`config.mk`:
```
export PLATFORM = sky130hd
export DESIGN_NAME = acc_controller
export DESIGN_NICKNAME = d
export VERILOG_FILES = /design/src/rtl/acc_controller.sv
export SDC_FILE = /design/constraint.sdc
export NUM_CORES = 1
export LEC_CHECK = 0
export BUFFER_PORTS_ARGS = -buffer_cell sky130_fd_sc_hd__buf_2
export CORE_MARGIN = 2
export CORE_UTILIZATION = 49
export CTS_CLUSTER_SIZE = 28
export DETAILED_ROUTE_END_ITERATION = 10
export GPL_ROUTABILITY_DRIVEN = 0
export HOLD_SLACK_MARGIN = 0.15
export PLACE_DENSITY = 0.8
export SETUP_SLACK_MARGIN = 0.2
export SLEW_MARGIN = 20
export SYNTH_ARGS = -nofsm -noshare
export SYNTH_HDL_FRONTEND = slang
export SYNTH_SLANG_ARGS = --single-unit
```
`constraint.sdc`:
```
create_clock -name clk -period 2.4 [get_ports clk]
set_clock_uncertainty 0.05 [all_clocks]
set_input_delay 0.36 -clock clk [delete_from_list [all_inputs] [get_ports clk]]
set_output_delay 0.36 -clock clk [all_outputs]
set_load 0.005 [all_outputs]
```
`src/rtl/acc_controller.sv`:
```
// ============================================================================
// acc_controller
// ----------------------------------------------------------------------------
// Control FSM for the 16-bit accumulator CPU. Sequences fetch, decode and
// execute, driving every register load, datapath mux and ALU select, plus the
// memory write strobe and the handshake with the iterative multiplier.
//
// Ports:
//   clk         system clock, all state updates on the rising edge
//   rst         asynchronous, active-high reset
//   start       level; leaves IDLE and begins fetching
//   opcode      current IR[7:0]
//   zflag       ACC == 0, sampled in DEC
//   mult_done   multiplier result valid
//   muxPC       0 = PC+1, 1 = branch target
//   muxMAR      0 = PC, 1 = IR[15:8]
//   muxACC      00 ALU, 01 MDR, 10 multiplier, 11 zero
//   loadMAR/loadPC/loadACC/loadMDR/loadIR   register load enables
//   opALU       00 ADD, 01 SUB, 10 AND, 11 OR
//   mem_we      write MemD to M[MemAddr] this cycle
//   mult_load   start a multiply
//   mult_reset  hold the multiplier in reset
//   halted      HALT has executed
//   err         sticky: illegal opcode or multiply timeout
// ============================================================================
module acc_controller #(
    parameter int MUL_TIMEOUT = 32,
    parameter int TCW         = 6
) (
    input  logic       clk,
    input  logic       rst,
    input  logic       start,
    input  logic [7:0] opcode,
    input  logic       zflag,
    input  logic       mult_done,
    output logic       muxPC,
    output logic       muxMAR,
    output logic [1:0] muxACC,
    output logic       loadMAR,
    output logic       loadPC,
    output logic       loadACC,
    output logic       loadMDR,
    output logic       loadIR,
    output logic [1:0] opALU,
    output logic       mem_we,
    output logic       mult_load,
    output logic       mult_reset,
    output logic       halted,
    output logic       err
);

    localparam logic [3:0] ST_IDLE     = 4'd0;
    localparam logic [3:0] ST_F1       = 4'd1;
    localparam logic [3:0] ST_F2       = 4'd2;
    localparam logic [3:0] ST_F3       = 4'd3;
    localparam logic [3:0] ST_DEC      = 4'd4;
    localparam logic [3:0] ST_RD       = 4'd5;
    localparam logic [3:0] ST_EX       = 4'd6;
    localparam logic [3:0] ST_WR       = 4'd7;
    localparam logic [3:0] ST_MUL_LOAD = 4'd8;
    localparam logic [3:0] ST_MUL_WAIT = 4'd9;
    localparam logic [3:0] ST_MUL_WB   = 4'd10;
    localparam logic [3:0] ST_HLT      = 4'd11;

    localparam logic [7:0] OP_NOP   = 8'h00;
    localparam logic [7:0] OP_LOAD  = 8'h01;
    localparam logic [7:0] OP_STORE = 8'h02;
    localparam logic [7:0] OP_ADD   = 8'h03;
    localparam logic [7:0] OP_SUB   = 8'h04;
    localparam logic [7:0] OP_AND   = 8'h05;
    localparam logic [7:0] OP_OR    = 8'h06;
    localparam logic [7:0] OP_MUL   = 8'h07;
    localparam logic [7:0] OP_JMP   = 8'h08;
    localparam logic [7:0] OP_JZ    = 8'h09;
    localparam logic [7:0] OP_CLR   = 8'h0A;
    localparam logic [7:0] OP_HALT  = 8'hFF;

    localparam logic [TCW-1:0] MUL_LAST = TCW'(MUL_TIMEOUT - 1);

    logic [3:0]     state;
    logic [3:0]     next_state;
    logic [TCW-1:0] mul_cnt;
    logic           set_err;
    logic           mul_timeout;

    assign mul_timeout = (mul_cnt == MUL_LAST);

    // Next-state and output decode. Outputs come from the state register; the
    // DEC/RD/EX states also look at opcode, which is held steady by IR, so the
    // strobes never glitch within a state. The multiplier is kept in reset in
    // every state except while a multiply is being launched or awaited.
    always_comb begin
        next_state = state;
        muxPC      = 1'b0;
        muxMAR     = 1'b0;
        muxACC     = 2'b00;
        loadMAR    = 1'b0;
        loadPC     = 1'b0;
        loadACC    = 1'b0;
        loadMDR    = 1'b0;
        loadIR     = 1'b0;
        opALU      = 2'b00;
        mem_we     = 1'b0;
        mult_load  = 1'b0;
        mult_reset = 1'b1;
        halted     = 1'b0;
        set_err    = 1'b0;

        case (state)
            ST_IDLE: begin
                if (start) next_state = ST_F1;
            end
            ST_F1: begin
                loadMAR    = 1'b1;
                next_state = ST_F2;
            end
            ST_F2: begin
                loadMDR    = 1'b1;
                loadPC     = 1'b1;
                next_state = ST_F3;
            end
            ST_F3: begin
                loadIR     = 1'b1;
                next_state = ST_DEC;
            end
            ST_DEC: begin
                next_state = ST_F1;
                case (opcode)
                    OP_NOP: ;
                    OP_LOAD, OP_ADD, OP_SUB, OP_AND, OP_OR, OP_MUL: begin
                        loadMAR    = 1'b1;
                        muxMAR     = 1'b1;
                        next_state = ST_RD;
                    end
                    OP_STORE: begin
                        loadMAR    = 1'b1;
                        muxMAR     = 1'b1;
                        next_state = ST_WR;
                    end
                    OP_JMP: begin
                        loadPC = 1'b1;
                        muxPC  = 1'b1;
                    end
                    OP_JZ: begin
                        loadPC = zflag;
                        muxPC  = zflag;
                    end
                    OP_CLR: begin
                        loadACC = 1'b1;
                        muxACC  = 2'b11;
                    end
                    OP_HALT: next_state = ST_HLT;
                    default: set_err = 1'b1;
                endcase
            end
            ST_RD: begin
                loadMDR    = 1'b1;
                next_state = (opcode == OP_MUL) ? ST_MUL_LOAD : ST_EX;
            end
            ST_EX: begin
                loadACC    = 1'b1;
                next_state = ST_F1;
                case (opcode)
                    OP_LOAD: muxACC = 2'b01;
                    OP_SUB:  opALU  = 2'b01;
                    OP_AND:  opALU  = 2'b10;
                    OP_OR:   opALU  = 2'b11;
                    default: opALU  = 2'b00;
                endcase
            end
            ST_WR: begin
                mem_we     = 1'b1;
                next_state = ST_F1;
            end
            ST_MUL_LOAD: begin
                mult_load  = 1'b1;
                mult_reset = 1'b0;
                next_state = ST_MUL_WAIT;
            end
            ST_MUL_WAIT: begin
                mult_reset = 1'b0;
                // A result arriving on the final allowed cycle still counts.
                if (mult_done) begin
                    next_state = ST_MUL_WB;
                end else if (mul_timeout) begin
                    set_err    = 1'b1;
                    next_state = ST_F1;
                end
            end
            ST_MUL_WB: begin
                loadACC    = 1'b1;
                muxACC     = 2'b10;
                next_state = ST_F1;
            end
            ST_HLT: begin
                halted = 1'b1;
            end
            default: next_state = ST_IDLE;
        endcase
    end

    // State register, multiply watchdog counter and sticky error flag. The
    // counter restarts on every multiply launch so each MUL gets a full budget.
    always_ff @(posedge clk or posedge rst) begin
        if (rst) begin
            state   <= ST_IDLE;
            mul_cnt <= '0;
            err     <= 1'b0;
        end else begin
            state <= next_state;
            if (state == ST_MUL_LOAD) begin
                mul_cnt <= '0;
            end else if (state == ST_MUL_WAIT) begin
                mul_cnt <= mul_cnt + TCW'(1);
            end
            if (set_err) err <= 1'b1;
        end
    end

endmodule

```
==> results of run 1 <==
-- where the power goes --
part	total [mW]	leakage, nW	internal (mW)	switching, mW
Combinational	0.409	0.393	0.182	0.227
Clock	0.136	0.0177	0.0619	0.0737
Sequential	0.233	0.145	0.216	0.0173
-- placed cells by master (no fill, tap or decap), types with 2 or more instances in the layout --
cell type and instances:
a211o_1 2, a21o_1 2, a21oi_1 5, a22o_1 2, and4bb_2 2, buf_2 28, buf_4 7, clkbuf_4 3
dfrtp_1 11, inv_1 3, nand2_1 8, nand2b_1 5, nand3_1 4, nand4_1 3, nor2_1 15, nor2b_1 2
nor3_1 5, nor3_4 2, nor3b_1 2, nor4b_1 2, nor4bb_1 2, o21ai_0 5, o21ai_1 2, or3_1 2
xnor2_1 3, xor2_1 2
-- metal layers --
layer	GRT usage (%)	vias up	wire (microns)
li1	-	479	-
met1	32.2	444	1090
met2	31.5	46	1050
met3	2.69	2	143
met4	6.11	0	10
met5	0	-	0
-- repair_timing --
item                                    4_1_cts  5_1_grt
setup buffers                                 1        0
hold endpoints to repair                     11        0
hold buffers                                  1        0
gates resized for setup                       7        4
endpoints found under the setup margin        6        3
pin swaps                                     2        3
-- synth_stat cells (2+ instances only) --
| cell type | number |
|---|---|
| nor2_1 | 15 |
| dfrtp_1 | 11 |
| nand2_1 | 8 |
| nor3_1 | 7 |
| nand2b_1 | 6 |
| o21ai_0 | 6 |
| a21oi_1 | 5 |
| clkbuf_1 | 4 |
| nand3_1 | 4 |
| buf_2 | 3 |
| inv_1 | 3 |
| nand4_1 | 3 |
| xnor2_1 | 3 |
| a211o_1 | 2 |
| a21o_1 | 2 |
| a22o_1 | 2 |
| and4bb_2 | 2 |
| nor2b_1 | 2 |
| nor3b_1 | 2 |
| nor4b_1 | 2 |
| nor4bb_1 | 2 |
| or3_1 | 2 |
| xor2_1 | 2 |
-- per-stage QoR --
step / utilization [%] / instances
after floorplan: - / 113
after global placement: 62.3 / 164
after detailed placement: 62.3 / 164
after CTS: 66.5 / 170
after global routing: 67.5 / 170
final: 67.5 / 170
-- final timing paths --
check	from	end	slack (ns)	depth (start not counted)
worst min-delay path	mult_done	state[0]	0.28	2
worst max register to register	state[1]	mul_cnt[4]	0.77	5
worst min register to register	err	err	0.45	2
worst max-delay path	state[0]	muxACC[1]	0.25	5
min in group asynchronous	rst	err	0.55	3
max in group asynchronous	rst	state[0]	1.45	3
-- layout make-up --
class / instances / area [sq um] / share of cell area [%]
Multi-Input combinational cell: 91 / 618 / 53.0
Clock inverter: 1 / 5.00 / 0.429
Clock buffer: 3 / 22.5 / 1.93
Tap cell: 25 / 31.3 / 2.68
Sequential cell: 11 / 275 / 23.6
Timing Repair Buffer: 36 / 203 / 17.4
Inverter: 3 / 11.3 / 0.966
-- flip-flops by register name, summed over array words and instances (netlist names) --
name	count
mul_cnt	6
err	1
state	4
-- worst max-delay path: stages, from the launching register on --
cell and delay [ns]:
dfrtp_1 0.38, or4b_4 0.58, nor3_4 0.15, nand4b_1 0.13
o21ai_1 0.09, buf_2 0.12
-- cell families (layout without fill, tap and decap cells) --
group                      after synthesis  count (layout)  synth area share (%)
DFF                                     11              11                  30.7
xor gates and xnor gates                 5               5                  4.88
adders and majority gates                1               1                  1.39
AOI/OAI and AO/OA                       25              25                  19.8
and+or+nand+nor                         60              60                  37.8
buffers and inverters                   11              43                  5.44
==> reports/summary.txt, run 1 <==
Syn_nets: 127
Tightest hold margin: 0.284 ns
Core ar.: 0.00173 sq mm
Post-synthesis async set-or-reset flop share: 100%
Main flop type after synthesis: dfrtp_1
Final instance area: 0.00117 sq mm
Largest net degree at the start of global routing: 16
H-tree depth: 1
RSZ-0062 raised after global routing: yes
PwrDens: 667 mW/mm^2
Die area: 0.00219 sq mm
Worst min-delay path class: input port to flip-flop
Clock Path Buffers: 2
Tot Pwr: 0.778 mW
Clk slew on worst S/H paths: 0.08 ns
Crit path required time: 1.99 ns
Outcome: completed
Root Driver: clkbuf_4
Detailed Routing Iterations Pass 1: 4
Number of global-route vias before repair: 782
Critical Path Sink Type: primary output
Ports: 29
Synth area leaders: dfrtp_1 31%, nor2_1 6.3%, nand2b_1 4.2%
Initial core utilization: 52.0%
Filler Cell Count: 155
# setup viols final: 0
Layout cells sized above 1: 33.8%
Lkg Pwr: 0.556 nW
Fin Setup TNS: 0 ns
Port bufs: 28
Initial antenna violation count: 0
Total Wirelength: 2300 microns
Count of warnings emitted by yosys: 0
Synth unique cells: 38
Post-synth EDFFs: 0
DIE HEIGHT: 46.8 microns
DR WL/cell: 13.5 microns
Worst Path Arrival: 1.74 ns
Fin. Hold Viols: 0
Post-synthesis sequential area ratio: 30.7%
Worst vdd ir: 0.000375 V
Cts bufs inserted: 3
Max_cap viols: 0
Yosys top cell by area: dfrtp_1
Worst slew pin tran: 0.497 ns
Fin crit share: 89.4%
Post-Syn Area: 897 sq um
CP Max Fanout: 2
Antenna Nets Post-Route: 0
Std-Cell Rows: 15
All-Layer GR Usage: 21.2%
DIE WIDTH: 46.8 microns
Diode count: 0
Worst slew margin: 66.3%
Post-route DRC: 0
Layout Nets: 160
Avg Vias per Cell: 5.71
Final HPWL DP: 1650 microns
Final min period: 2.15 ns
Global-route wire length before repair: 3380 microns
Kind of critical path: flip-flop to primary output
Synth top area share: 30.7%
Synth Register Bits: 11
Area growth from synthesis to layout: 30.0%
Post-route setup slack: 0.255 ns
Place WS: 0.284 ns
Placed inst area: 0.00108 sq mm
Max frequency: 466 MHz
Grt ovf: 0
Startpoint types: flip-flop
Post-Synthesis Cells: 113
Worst-Skew Late Latency: 0.28 ns
Vias: 971
TritonCTS clock tree: done
Fin. max-slew vios: 0
Num Clock Sinks: 11
Mean Syn Cell Area: 7.94 sq um
1st-iter DRT viols: 31
No activity file was read; power rests on OpenSTA's default activity.
==> inputs of run 2 (changes only) <==
Clock period 2.4 ns to 2.37 ns, I/O delays scaled along.
==> run 2 against run 1 <==
  * Sequential share of layout area decreased by 0.32 points
  * Wire length decreased by 4.4%
  * Register-to-register slack got worse by 0.03 ns
  * Clock-buffer cell count increased by 1
  * Worst hold slack improved by 0.015 ns
  * Critical path type unchanged
  * Critical endpoint unchanged
==> reports/summary.txt, run 2 (synthesis gave the netlist of run 1 again) <==
Core ar.: 0.00173 sq mm (unchanged)
Final instance area: 0.00118 sq mm (+1.4%)
Largest Register: mul_cnt
Layout Nets: 162 (+1.3%)
RSZ-0062 raised after global routing: yes
Avg Vias per Cell: 5.58 (-2.3%)
Global-route wire length before repair: 3490 microns (+3.3%)
Placed inst area: 0.00108 sq mm (unchanged)
CP Max Fanout: 2 (unchanged)
Hold Path Sink: state[0]
Detailed Routing Iterations Pass 1: 4 (unchanged)
DR WL/cell: 12.8 microns (-5.5%)
Worst slew pin tran: 0.464 ns (-0.0334 ns)
H-tree depth: 1 (unchanged)
Fin Setup TNS: 0 ns (unchanged)
Biggest regs: mul_cnt: 6 flops, state: 4 flops, err: 1 flops
Outcome: completed
RR Startpoint: state[1]
Number of global-route vias before repair: 829 (+6.0%)
Clock Path Buffers: 2 (unchanged)
Critical Path Sink Type: primary output
Grt ovf: 0 (unchanged)
Filler Cell Count: 149 (-3.9%)
Num Clock Sinks: 11 (unchanged)
Initial antenna violation count: 0 (unchanged)
All-Layer GR Usage: 22.3% (+1.1 points)
Final HPWL DP: 1690 microns (+2.4%)
Fin cells: 172 (+1.2%)
Worst Hold Launch: mult_done
1st-iter DRT viols: 26 (-16%)
Fin. Hold Viols: 0 (unchanged)
FF-to-FF End: mul_cnt[5]
Worst min-delay path class: input port to flip-flop
Fin. max-slew vios: 0 (unchanged)
Initial core utilization: 52.0% (unchanged)
Layout cells sized above 1: 34.7% (+0.90 points)
DP Cell Count: 164 (unchanged)
Ports: 29 (unchanged)
Commonest non-fill, non-tap cell in the layout: buf_2
Cts bufs inserted: 3 (unchanged)
Largest net degree at the start of global routing: 16 (unchanged)
Port bufs: 28 (unchanged)
Post-route DRC: 0 (unchanged)
Tot Pwr: 0.774 mW (-0.44%)
Kind of critical path: flip-flop to primary output
Worst slew margin: 68.6% (+2.3 points)
Total Wirelength: 2200 microns (-4.4%)
Antenna Nets Post-Route: 0 (unchanged)
Vias: 960 (-1.1%)
Die area: 0.00219 sq mm (unchanged)
Final min period: 2.10 ns
Flop-to-flop setup slack: 0.74 ns (-0.03 ns)
Diode count: 0 (unchanged)
Worst-Skew Late Latency: 0.26 ns (-0.02 ns)
Hold path depth: 2 (unchanged)
Max FFs per register: 6 (unchanged)
Worst vdd ir: 0.000406 V (+8.4%)
Worst Path Arrival: 1.70 ns (-0.04 ns)
Std-Cell Rows: 15 (unchanged)
Commonest non-fill, non-tap cells in the layout: 28 x buf_2, 14 x nor2_1, 11 x dfrtp_1, 9 x buf_4, 8 x nand2_1
R2R depth: 5 (unchanged)
Clk slew on worst S/H paths: 0.07 ns (about the same)
# setup viols final: 0 (unchanged)
PwrDens: 655 mW/mm^2 (-1.8%)
Crit path required time: 1.96 ns (-0.03 ns)
Startpoint types: flip-flop
Fin crit share: 88.7%
Root Driver: clkbuf_4
Lkg Pwr: 0.564 nW (+1.4%)
TritonCTS clock tree: done
DIE HEIGHT: 46.8 microns (unchanged)
Area growth from synthesis to layout: 31.8%
Max_cap viols: 0 (unchanged)
DIE WIDTH: 46.8 microns (unchanged)
Max frequency: 476 MHz
-- run 2: per-layer routing --
layer	up-vias	wire length [microns]	global-route usage, %
li1	477	-	-
met1	452	984	30.3
met2	29	1090	36.7
met3	2	105	5.77
met4	0	13	3.33
met5	-	0	0
-- run 2: critical path, cell delays in order, from the launching register on --
cell and delay, ns:
dfrtp_1 0.38, or4b_4 0.57, nor3_4 0.13, nand4b_1 0.13
o21ai_1 0.10, buf_2 0.12
-- run 2: cell type report --
cell class	instances	area, sq um	share of cell area, %
clock buffer	4	26.3	2.22
sequential	11	275	23.3
timing repair buffer	38	218	18.4
multi-input combinational	91	621	52.5
inverter	3	11.3	0.952
tap	25	31.3	2.65
-- run 2: where the power goes --
group	internal [mW]	switching [mW]	total, mW	leakage [nW]
combinational	0.185	0.232	0.416	0.404
clock	0.0650	0.0563	0.121	0.0150
sequential	0.219	0.0179	0.237	0.145
-- run 2: through the flow --
step	hold WS (ns)	worst slack, ns	utilization, %
after global routing	0.287	0.132	68.5
after floorplan	0.158	0.460	-
after CTS	0.292	0.230	67.3
after detailed placement	0.312	0.238	62.3
after global placement	0.312	0.256	62.3
final	0.299	0.267	68.5
-- run 2: worst max-delay path by stage --
stage,from,to
6_report,state[1],muxACC[1]
5_1_grt,state[3],loadPC
4_1_cts,state[3],loadPC
3_5_place_dp,opcode[5],loadMAR
3_3_place_gp,state[3],loadMAR
2_1_floorplan,opcode[5],loadPC
-- run 2: repair_timing --
item                                    CTS  global route
setup buffers                             3             0
hold buffers                              1             0
endpoints found under the hold margin    11             0
cloned                                    0             0
endpoints found under the setup margin    6             4
pin swaps                                 2             3
gates resized for setup                   7             5
